**src/rtl/found_report_uart_tx.sv**
```systemverilog
// Reports the recovered password once per reset: captures PASSWD_IN on FOUND and
// sends it, plus optional CR LF, as back-to-back 8N1 UART bytes on TXD.
module found_report_uart_tx #(
  parameter int CLKS_PER_BIT = 16,
  parameter int PW_BYTES     = 5,
  parameter int SEND_EOL     = 1
) (
  input  logic                  CLK,
  input  logic                  RST_N,
  input  logic                  FOUND,
  input  logic [0:8*PW_BYTES-1] PASSWD_IN,
  output logic                  TXD,
  output logic                  BUSY,
  output logic                  DONE
);

  localparam int TMR_W  = (CLKS_PER_BIT > 1) ? $clog2(CLKS_PER_BIT) : 1;
  localparam int BYTE_W = $clog2(PW_BYTES + 2);
  localparam logic [TMR_W-1:0]  TMR_LAST  = TMR_W'(CLKS_PER_BIT - 1);
  localparam logic [BYTE_W-1:0] BYTE_LAST = BYTE_W'(PW_BYTES - 1 + 2 * SEND_EOL);
  localparam logic [BYTE_W-1:0] BYTE_CR   = BYTE_W'(PW_BYTES);

  typedef enum logic [2:0] {
    IDLE  = 3'd0,
    START = 3'd1,
    DATA  = 3'd2,
    STOP  = 3'd3,
    FIN   = 3'd4
  } state_t;

  state_t                  state_r;
  logic [0:8*PW_BYTES-1]   shadow_r;
  logic [TMR_W-1:0]        tmr_r;
  logic [3:0]              bit_idx_r;
  logic [BYTE_W-1:0]       byte_idx_r;
  logic                    txd_r;
  logic                    busy_r;
  logic                    done_r;
  logic [7:0]              pw_byte_s;
  logic [7:0]              cur_byte_s;
  logic                    bit_end_s;

  // Select the byte being sent; shadow bit 8b lands in the byte MSB
  always_comb begin
    pw_byte_s = 8'h00;
    for (int i = 0; i < PW_BYTES; i++) begin
      pw_byte_s = pw_byte_s | ({8{byte_idx_r == BYTE_W'(i)}} & shadow_r[8*i +: 8]);
    end
    if (byte_idx_r < BYTE_CR) begin
      cur_byte_s = pw_byte_s;
    end else if (byte_idx_r == BYTE_CR) begin
      cur_byte_s = 8'h0D;
    end else begin
      cur_byte_s = 8'h0A;
    end
    bit_end_s = (tmr_r == TMR_LAST);
  end

  // Report sequencer: TXD is loaded one edge ahead so every bit is registered
  always_ff @(posedge CLK) begin
    if (!RST_N) begin
      state_r    <= IDLE;
      shadow_r   <= {(8*PW_BYTES){1'b0}};
      tmr_r      <= {TMR_W{1'b0}};
      bit_idx_r  <= 4'd0;
      byte_idx_r <= {BYTE_W{1'b0}};
      txd_r      <= 1'b1;
      busy_r     <= 1'b0;
      done_r     <= 1'b0;
    end else begin
      case (state_r)
        IDLE: begin
          if (FOUND) begin
            shadow_r   <= PASSWD_IN;
            state_r    <= START;
            txd_r      <= 1'b0;
            busy_r     <= 1'b1;
            tmr_r      <= {TMR_W{1'b0}};
            bit_idx_r  <= 4'd0;
            byte_idx_r <= {BYTE_W{1'b0}};
          end
        end
        START: begin
          if (bit_end_s) begin
            tmr_r     <= {TMR_W{1'b0}};
            bit_idx_r <= 4'd1;
            txd_r     <= cur_byte_s[0];
            state_r   <= DATA;
          end else begin
            tmr_r <= tmr_r + 1'b1;
          end
        end
        DATA: begin
          if (bit_end_s) begin
            tmr_r     <= {TMR_W{1'b0}};
            bit_idx_r <= bit_idx_r + 4'd1;
            if (bit_idx_r == 4'd8) begin
              txd_r   <= 1'b1;
              state_r <= STOP;
            end else begin
              txd_r <= cur_byte_s[bit_idx_r[2:0]];
            end
          end else begin
            tmr_r <= tmr_r + 1'b1;
          end
        end
        STOP: begin
          if (bit_end_s) begin
            tmr_r <= {TMR_W{1'b0}};
            if (byte_idx_r == BYTE_LAST) begin
              state_r <= FIN;
              busy_r  <= 1'b0;
              done_r  <= 1'b1;
              txd_r   <= 1'b1;
            end else begin
              byte_idx_r <= byte_idx_r + 1'b1;
              bit_idx_r  <= 4'd0;
              txd_r      <= 1'b0;
              state_r    <= START;
            end
          end else begin
            tmr_r <= tmr_r + 1'b1;
          end
        end
        FIN: begin
          state_r <= FIN;
        end
        default: begin
          state_r <= IDLE;
          txd_r   <= 1'b1;
          busy_r  <= 1'b0;
        end
      endcase
    end
  end

  assign TXD  = txd_r;
  assign BUSY = busy_r;
  assign DONE = done_r;

endmodule

```
**config.mk**
```make
export PLATFORM = sky130hd
export DESIGN_NAME = found_report_uart_tx
export DESIGN_NICKNAME = d
export VERILOG_FILES = /design/src/rtl/found_report_uart_tx.sv
export SDC_FILE = /design/constraint.sdc
export NUM_CORES = 1
export LEC_CHECK = 0
export CAP_MARGIN = 15
export CORE_ASPECT_RATIO = 0.5
export CORE_UTILIZATION = 55
export DETAILED_ROUTE_END_ITERATION = 6
export GPL_TIMING_DRIVEN = 0
export PLACE_DENSITY = 0.82
export SLEW_MARGIN = 0
export SYNTH_ARGS = -nofsm -noshare
export SYNTH_HDL_FRONTEND = slang
export SYNTH_SLANG_ARGS = --single-unit
```
**constraint.sdc**
```tcl
create_clock -name CLK -period 4.9 [get_ports CLK]
set_input_delay 0.98 -clock CLK [delete_from_list [all_inputs] [get_ports CLK]]
set_output_delay 0.98 -clock CLK [all_outputs]
set_load 0.02 [all_outputs]
```
==> reports/qor.yml, run 1 <==
run_status:
  run_status: "finished, final reports clean"
logic_synthesis:
  ys.flop_type: "dfxtp_1"
  synthXorXnorAreaFrac: 0.00646
  synth_compound_area_frac: 0.232
  synthAdderAreaFrac: 0.0369
  yosysSeqAreaShare: 0.421
  synth_seq_cells: 57
  synth_nets: 402
  synth-simple-area-share: 0.246
  synthMuxAreaShare: 0.0152
  synth_top_family_by_area: "simple AND/OR/NAND/NOR gates"
  netlist_area_um2: 2710
  ys.warnings.count: 0
  async_flop_share: 0
  synth_cells: 351
  synth_edf_count: 0
  synthDistinctLibCells: 42
  avgSynthCellArea_um2: 7.72
power:
  power.density_nw_per_um2: 320
  peakVddDrop_mv: 0.182
  finalPower_mw: 1.10
  p_leak_nw: 1.25
global_routing:
  grt_max_degree: 11
  grt_overflow: 0
  grt_pass1_vias: 2522
  grt_usage: 0.302
  grt_first_pass_wirelength_mm: 11.7
  antenna_found_initial: 0
sta:
  period_share: 0.547
  min_period_ns: 2.68
  timing.fmax_mhz: 373
  timing.setup.tns_ns: 0
  tightest_slew_ns: 0.616
  hold_ws_ns: 0.458
  slew-limit-headroom: 0.590
  final-max-slew-violation-count: 0
  fin_worst_skew_ns: 0.00753
  final.setup.worst_slack_ns: 2.22
  rsz0062_at_grt: "false"
  setup_viol: 0
  final_hold_viol_count: 0
worst_setup_path:
  worstPathArrival_ns: 2.94
  cp_max_fo: 10
  cp-start-kind: "input port"
  crit_path_end_kind: "flop"
  crit_type: "input port to flop"
  cp_data_required_time_ns: 5.16
detailed_routing:
  drt_iter0_markers: 325
  drt-pass1-iter-count: 6
  viasPerCell: 5.80
  routed_wirelength_mm: 7.27
  wl_met3_um: 653
  topRoutingLayerUsed: "met4"
  post_drt_wl_per_cell_um: 15.2
  wl_met2_mm: 3.37
  drc: 0
  wl_met1_mm: 3.15
  ant_nets: 0
  vias: 2772
worst_hold_path:
  hold_class: "flop to flop"
layout:
  diodes: 0
  seqCellArea_um2: 1140
  fillers: 363
  num-nets-final: 458
  multi_input_area_um2: 1450
  finalNonFillerCells: 478
  utilization: 0.756
  drive_gt1_frac: 0.0728
  final_area_um2: 3440
  area_growth_pct: 26.9
clocking:
  cts_root_buffer: "clkbuf_8"
  cts.htree.levels: 3
  ctsResizeCount: 0
  clockBufferDepth: 2
  cts.sinks: 57
  post_cts_buffers: 0
  tritoncts: "built"
  cts_buffers: 9
  cts_hold_buf: 0
  insertion_delay_ns: 0.34
  cts.reportedPaths.clkPinSlew_ns: 0.06
floorplan:
  chipHeight_um: 51.6
  dieArea_um2: 5230
  row_count: 17
  io_pins: 46
  initial_core_util: 0.595
  coreArea_um2: 4550
  die_w_um: 101
flow_run:
  maxCapViolCount: 0
placed_design:
  dp_cells: 462
  place_congestion: 0.916
  dpl.hpwl_mm: 5.50
  io_buffer_count: 45
  pre_cts_slack_ns: 1.94
  dpl-instance-area_um2: 3240
[synth_stat cells (3+ instances only)]
cell type / instances / share of area
a211oi_1: 4 / 0.011
a21oi_1: 51 / 0.094
a221oi_1: 4 / 0.013
a222oi_1: 6 / 0.022
a22oi_1: 7 / 0.019
and2_1: 5 / 0.012
and3_1: 3 / 0.0069
clkbuf_1: 20 / 0.028
dfxtp_1: 57 / 0.42
ha_1: 8 / 0.037
inv_1: 7 / 0.0097
mux2i_1: 3 / 0.011
nand2_1: 101 / 0.14
nand3_1: 4 / 0.0074
nand4_1: 3 / 0.0069
nor2_1: 19 / 0.026
o21ai_0: 15 / 0.028
or2_2: 4 / 0.0092
[power by group]
| group | total (mW) | internal [mW] | switching (mW) | leakage (nW) |
|---|---|---|---|---|
| Combinational | 0.159 | 0.0745 | 0.0843 | 0.692 |
| Sequential | 0.507 | 0.491 | 0.0169 | 0.467 |
| Clock | 0.435 | 0.247 | 0.189 | 0.0953 |
[worst max-delay path, cell delays in order]
cell             delay [ns]
clkdlybuf4s50_1        0.58
nor2b_1                0.22
and2_1                 0.14
clkbuf_1               0.32
clkbuf_1               0.42
nand2_1                0.11
a21oi_1                0.17
[placed cells by master, fill, tap and decap left out, types with 2 or more instances in the layout]
cell | netlist | routed
or4_1 | 2 | 2
inv_1 | 7 | 7
a222oi_1 | 6 | 6
clkbuf_8 | 0 | 10
a21oi_1 | 51 | 51
nor3_1 | 2 | 2
o311ai_0 | 2 | 2
clkinvlp_4 | 0 | 2
or2_2 | 4 | 4
nand3_1 | 4 | 4
dfxtp_1 | 57 | 57
a211oi_1 | 4 | 4
nand2b_1 | 2 | 2
and3_1 | 3 | 3
nand4_1 | 3 | 3
clkbuf_1 | 20 | 21
ha_1 | 8 | 8
and2_1 | 5 | 5
nand2_1 | 101 | 101
mux2i_1 | 3 | 3
a22oi_1 | 7 | 7
a221oi_1 | 4 | 4
xnor2_1 | 2 | 2
clkdlybuf4s50_1 | 0 | 45
o21ai_0 | 15 | 15
nor2_1 | 19 | 19
clkinv_2 | 0 | 2
buf_2 | 2 | 2
[flip-flops by register name, indices dropped and copies added (netlist names)]
| register | count |
|---|---|
| BUSY | 1 |
| DONE | 1 |
| TXD | 1 |
| bit_idx_r | 4 |
| byte_idx_r | 3 |
| shadow_r | 40 |
| state_r | 3 |
| tmr_r | 4 |
[per-layer routing]
| layer | track usage | vias up |
|---|---|---|
| met1 | 0.387 | 1286 |
| met3 | 0.0968 | 18 |
| met4 | 0.0797 | 0 |
| met2 | 0.497 | 128 |
| met5 | 0 | - |
| li1 | - | 1340 |
[kinds of logic (layout without fill, tap and decap cells)]
group | Yosys count | count (layout)
fa+ha+maj | 8 | 8
compound gates | 98 | 98
xor+xnor | 2 | 2
flops | 57 | 57
buf+inv | 30 | 91
mux | 4 | 4
simple gates | 152 | 152
[path summary, 6_finish.rpt]
kind	cells after the start	start	slack (ns)	endpoint
max reg2reg	8	byte_idx_r[0]	2.47	TXD
max	7	FOUND	2.22	shadow_r[37]
min reg2reg	2	shadow_r[32]	0.46	shadow_r[32]
min	2	shadow_r[32]	0.46	shadow_r[32]
[layout make-up]
type                    instances  share of cell area
plain buffers                  22              0.0247
clock buffers                  11              0.0411
clock inverters                 5              0.0160
inverters                       8             0.00873
multi-input cells             264               0.423
flip-flops and latches         57               0.332
well taps                      66              0.0240
repair buffers                 45               0.131
No activity file was read; power rests on OpenSTA's default activity.
==> run 2: changes to the inputs <==
- CORE_UTILIZATION: 55 -> 48
- PLACE_DENSITY: 0.82 -> 0.76
- clock period: 4.9 -> 2.45 ns (I/O delays scaled with it)
==> reports/qor.yml, run 2 (synthesis results as in run 1) <==
run_status:
  run_status: "finished, final reports clean"
clocking:
  ctsResizeCount: 0  # unchanged
  cts_hold_buf: 0  # unchanged
  cts_buffers: 9  # unchanged
  post_cts_buffers: 0  # unchanged
  cts.reportedPaths.clkPinSlew_ns: 0.05  # about the same
  cts_root_buffer: "clkbuf_16"
  cts.htree.levels: 3  # unchanged
  clockBufferDepth: 2  # unchanged
  cts.sinks: 57  # unchanged
  tritoncts: "built"
  insertion_delay_ns: 0.33  # about the same
detailed_routing:
  drt_iter0_markers: 327  # +0.62%
  routed_wirelength_mm: 7.67  # +5.5%
  post_drt_wl_per_cell_um: 15.9  # +4.8%
  viasPerCell: 5.76  # -0.70%
  drc: 0  # unchanged
  vias: 2770  # -0.072%
  ant_nets: 0  # unchanged
  drt-pass1-iter-count: 5  # -1
sta:
  tightest_slew_ns: 0.613  # -0.00211 ns
  min_period_ns: 2.31
  setup_viol: 0  # unchanged
  final_hold_viol_count: 0  # unchanged
  fin_worst_skew_ns: 0.00451  # -0.00302 ns
  timing.fmax_mhz: 434
  period_share: 0.941
  final.setup.worst_slack_ns: 0.144  # -2.07 ns
  final-max-slew-violation-count: 0  # unchanged
  rsz0062_at_grt: "false"
  slew-limit-headroom: 0.591  # +0.00141
floorplan:
  coreArea_um2: 5180  # +14%
  die_w_um: 108  # +6.9%
  initial_core_util: 0.523  # -0.0722
  dieArea_um2: 5970  # +14%
  chipHeight_um: 55.1  # +6.8%
  row_count: 18  # +1
  io_pins: 46  # unchanged
layout:
  fillers: 436  # +20%
  drive_gt1_frac: 0.0876  # +0.0148
  area_growth_pct: 33.1
  top_register: "shadow_r"
  utilization: 0.696  # -0.0593
  final_cell_mix: "101 x nand2_1, 54 x dfxtp_1, 51 x a21oi_1"
  reg_top3: "shadow_r: 40 flops, bit_idx_r: 4 flops, tmr_r: 4 flops"
  largest_reg_flops: 40  # unchanged
  num-nets-final: 457  # -0.22%
  diodes: 0  # unchanged
  final_common_cell: "nand2_1"
  multi_input_area_um2: 1470  # +0.86%
  seqCellArea_um2: 1140  # +0.33%
worst_setup_path:
  reg2reg_to: "TXD"
  max_stage_delay_ns: 0.37  # -0.21 ns
  cp_max_fo: 8  # -2
  ff2ff_path_depth: 8  # unchanged
  crit_type: "flop to flop"
  cp_top_family: "compound AO/OA/AOI/OAI gates"
  worstPathArrival_ns: 2.51  # -0.43 ns
  crit_path_end_kind: "flop"
  critPathBufInv: 1  # -2
  cpMaxStageDelayCell: "a221oi_2"
  path_cells: "ha_1, ha_1, clkbuf_1, a221oi_2, o21ai_0, and4_1, o311ai_0, o21ai_0"
  r2r_setup_slack_ns: 0.14  # -2.33 ns
  cp_data_required_time_ns: 2.65  # -2.51 ns
  cp-start-kind: "flop"
  r2r-start: "byte_idx_r[0]"
placed_design:
  io_buffer_count: 45  # unchanged
  dpl.hpwl_mm: 5.46  # -0.83%
  pre_cts_slack_ns: -0.0957  # -2.04 ns
  place_congestion: 0.871  # -4.9%
global_routing:
  grt_pass1_vias: 2428  # -3.7%
  grt_max_degree: 11  # unchanged
  grt_first_pass_wirelength_mm: 11.7  # +0.24%
  antenna_found_initial: 0  # unchanged
  grt_usage: 0.271  # -0.0314
  grt_overflow: 0  # unchanged
worst_hold_path:
  hold_path_depth: 2  # unchanged
  worst_hold_path.endpoint: "shadow_r[39]"
  hp-start: "shadow_r[39]"
  hold_class: "flop to flop"
power:
  power.density_nw_per_um2: 772  # +140%
  p_leak_nw: 1.33  # +6.4%
  peakVddDrop_mv: 0.490  # +170%
flow_run:
  maxCapViolCount: 0  # unchanged
==> run 2: worst max-delay path by stage <==
| stage | from | endpoint | slack [ns] | cells past startpoint |
|---|---|---|---|---|
| finish | byte_idx_r[0] | TXD | 0.14 | 8 |
| detailed placement | FOUND | shadow_r[5] | -0.1 | 7 |
| floorplan | byte_idx_r[0] | bit_idx_r[3] | 0.37 | 8 |
| CTS | byte_idx_r[0] | TXD | 0.08 | 8 |
| global placement | FOUND | shadow_r[5] | -0.02 | 7 |
| global route | FOUND | shadow_r[0] | 0.02 | 7 |
==> run 2: power by group <==
part           total, mW  internal (mW)  switching [mW]  leakage, nW
Sequential          1.02          0.983          0.0351        0.468
Combinational      0.325          0.150           0.174        0.701
Clock               1.44           1.02           0.424        0.166
==> run 2: area by class of cell <==
cell class                 instances  area share
multi-input combinational        264       0.407
sequential                        57       0.317
timing repair buffer              45       0.125
clock buffer                      11      0.0673
clock inverter                     5      0.0284
tap                               70      0.0243
buffer                            21      0.0229
inverter                           8     0.00832
==> run 2: layer usage <==
layer	vias up	global-route usage	wire length, um
li1	1331	-	-
met1	1305	0.344	3400
met2	121	0.460	3450
met3	13	0.0843	730
met4	0	0.0676	81
met5	-	0	0
==> run 2: worst reg2reg max path, cell delays in order, from the launching register on <==
cell,delay [ns]
dfxtp_2,0.36
ha_1,0.22
ha_1,0.17
clkbuf_1,0.21
a221oi_2,0.37
o21ai_0,0.15
and4_1,0.26
o311ai_0,0.33
o21ai_0,0.12
==> run 2: stage by stage <==
stage | area (um^2) | setup TNS, ns | hold slack [ns] | std cells | power [mW]
after floorplan | 2710 | 0 | 0.432 | 351 | 1.21
after global placement | 3250 | -0.0497 | 0.442 | 466 | 1.34
after detailed placement | 3250 | -0.720 | 0.453 | 466 | 1.35
after CTS | 3590 | 0 | 0.460 | 482 | 2.79
after global routing | 3610 | 0 | 0.476 | 481 | 2.87
final | 3610 | 0 | 0.460 | 481 | 2.78
==> run 3: changes to the inputs <==
- PLACE_DENSITY: 0.76 -> 0.73
==> reports/qor.yml, run 3 (synthesis results as in run 1) <==
floorplan:
  die_w_um: 108  # unchanged
  coreArea_um2: 5180  # unchanged
  io_pins: 46  # unchanged
  initial_core_util: 0.523  # unchanged
  dieArea_um2: 5970  # unchanged
  row_count: 18  # unchanged
  chipHeight_um: 55.1  # unchanged
sta:
  tightest_slew_ns: 0.609  # -0.00484 ns
  final_hold_viol_count: 0  # unchanged
  period_share: 0.952  # +0.0109
  final-max-slew-violation-count: 0  # unchanged
  rsz0062_at_grt: "false"
  min_period_ns: 2.33  # +0.0266 ns
  slew-limit-headroom: 0.594  # +0.00323
  setup_viol: 0  # unchanged
  fin_worst_skew_ns: 0.00349  # -0.00102 ns
  timing.setup.tns_ns: 0  # unchanged
  timing.fmax_mhz: 429  # -1.1%
worst_setup_path:
  crit_path_end_kind: "flop"
  path_cells: "clkdlybuf4s50_1, nor2b_1, and2_1, clkbuf_1, clkbuf_1, nand2_1, a21oi_1"
  critPathBufInv: 3  # +2
  max_stage_delay_ns: 0.56  # +0.19 ns
  cp_top_family: "buffers and inverters"
  cpMostUsedCell: "clkbuf_1"
  worstPathArrival_ns: 2.57  # +0.06 ns
  crit_type: "input port to flop"
  cp_data_required_time_ns: 2.69  # +0.04 ns
  cpMaxStageDelayCell: "clkdlybuf4s50_1"
  cp-start-kind: "input port"
  cp_max_fo: 10  # +2
layout:
  finalNonFillerCells: 479  # -0.42%
  utilization: 0.693  # -0.00314
  top_register: "shadow_r"
  drive_gt1_frac: 0.0929  # +0.00532
  final_area_um2: 3590  # -0.45%
  reg_top3: "shadow_r: 40 flops, bit_idx_r: 4 flops, tmr_r: 4 flops"
  diodes: 0  # unchanged
  largest_reg_flops: 40  # unchanged
  final_cell_mix: "101 x nand2_1, 55 x dfxtp_1, 51 x a21oi_1"
  num-nets-final: 456  # -0.22%
  final_common_cell: "nand2_1"
  area_growth_pct: 32.5
placed_design:
  dpl.hpwl_mm: 5.44  # -0.39%
  dpl-instance-area_um2: 3250  # unchanged
  place_congestion: 0.857  # -1.6%
  dp_cells: 466  # unchanged
  io_buffer_count: 45  # unchanged
worst_hold_path:
  hold_class: "flop to flop"
detailed_routing:
  vias: 2735  # -1.3%
  viasPerCell: 5.71  # -0.85%
  ant_nets: 0  # unchanged
  drc: 15  # +15
  drt_iter0_markers: 223  # -32%
  post_drt_wl_per_cell_um: 16.0  # +0.19%
  drt-pass1-iter-count: 7  # +2
  routed_wirelength_mm: 7.65  # -0.22%
global_routing:
  antenna_found_initial: 0  # unchanged
  grt_first_pass_wirelength_mm: 12.0  # +2.4%
  grt_usage: 0.277  # +0.00590
  grt_overflow: 0  # unchanged
  grt_pass1_vias: 2496  # +2.8%
  grt_max_degree: 11  # unchanged
power:
  p_leak_nw: 1.32  # -0.78%
  pwr-share-seq: 0.379  # +0.013
  peakVddDrop_mv: 0.455  # -7.2%
  finalPower_mw: 2.69  # -3.6%
  pwr-share-clk: 0.500  # -0.018
  p_int_mw: 2.04  # -5.0%
  p_comb_frac: 0.122  # +0.005
  switching_share: 0.239  # +0.0118
  power.density_nw_per_um2: 748  # -3.1%
  p_sw_uw: 643  # +1.5%
clocking:
  insertion_delay_ns: 0.32  # about the same
  tritoncts: "built"
  cts_root_buffer: "clkbuf_16"
  cts.sinks: 57  # unchanged
  clockBufferDepth: 2  # unchanged
  cts_hold_buf: 0  # unchanged
  cts_buffers: 9  # unchanged
  cts.reportedPaths.clkPinSlew_ns: 0.05  # about the same
  cts.htree.levels: 3  # unchanged
flow_run:
  maxCapViolCount: 0  # unchanged
run_status:
  run_status: "complete, but fails checks"
  failed_checks: "DRC"
==> run 3: path summary, 6_finish.rpt <==
path | from | to | slack (ns) | cells past startpoint
setup reg to reg | byte_idx_r[1] | TXD | 0.15 | 8
hold / removal | shadow_r[39] | shadow_r[39] | 0.45 | 2
hold reg to reg | shadow_r[39] | shadow_r[39] | 0.45 | 2
setup / recovery | FOUND | shadow_r[5] | 0.12 | 7
==> run 3: power groups by stage <==
stage,registers [mW],logic [mW],clock network (mW)
after floorplan,1.03,0.180,0
after global placement,1.03,0.309,0
after detailed placement,1.03,0.316,0
after CTS,1.01,0.319,1.34
after global routing,1.02,0.359,1.39
final,1.02,0.327,1.34
==> run 3: worst reg2reg max path, stage by stage (launching register included) <==
cell and delay [ns]:
dfxtp_1 0.45, inv_1 0.10, ha_1 0.21, clkbuf_2 0.21, a222oi_1 0.39, a22oi_1 0.18, and4_1 0.24, o311ai_0 0.29
o21ai_0 0.11
==> run 3: metrics by stage <==
step	hold slack [ns]	setup slack (ns)
2_1_floorplan	0.432	0.371
3_3_place_gp	0.439	-0.110
3_5_place_dp	0.444	-0.133
4_1_cts	0.452	0.0409
5_1_grt	0.472	0.00658
6_report	0.451	0.118
==> run 3: timing repair <==
item,CTS,global route
setup buffers,0,0
setup endpoints to repair,0,1
resized for setup,0,9
==> run 3: per-layer routing <==
layer / track usage / vias to the layer above / share of wire
met5: 0 / - / 0
met3: 0.0890 / 16 / 0.083
met2: 0.452 / 114 / 0.44
met4: 0.0811 / 0 / 0.013
met1: 0.357 / 1272 / 0.46
li1: - / 1333 / -
==> run 3: area by class of cell <==
cell class,instances,area [um^2]
buffer,20,78.8
sequential,57,1140
tap,70,87.6
clock inverter,5,80.1
inverter,8,30.0
clock buffer,10,239
multi-input combinational,264,1480
timing repair buffer,45,450
fill,432,1590
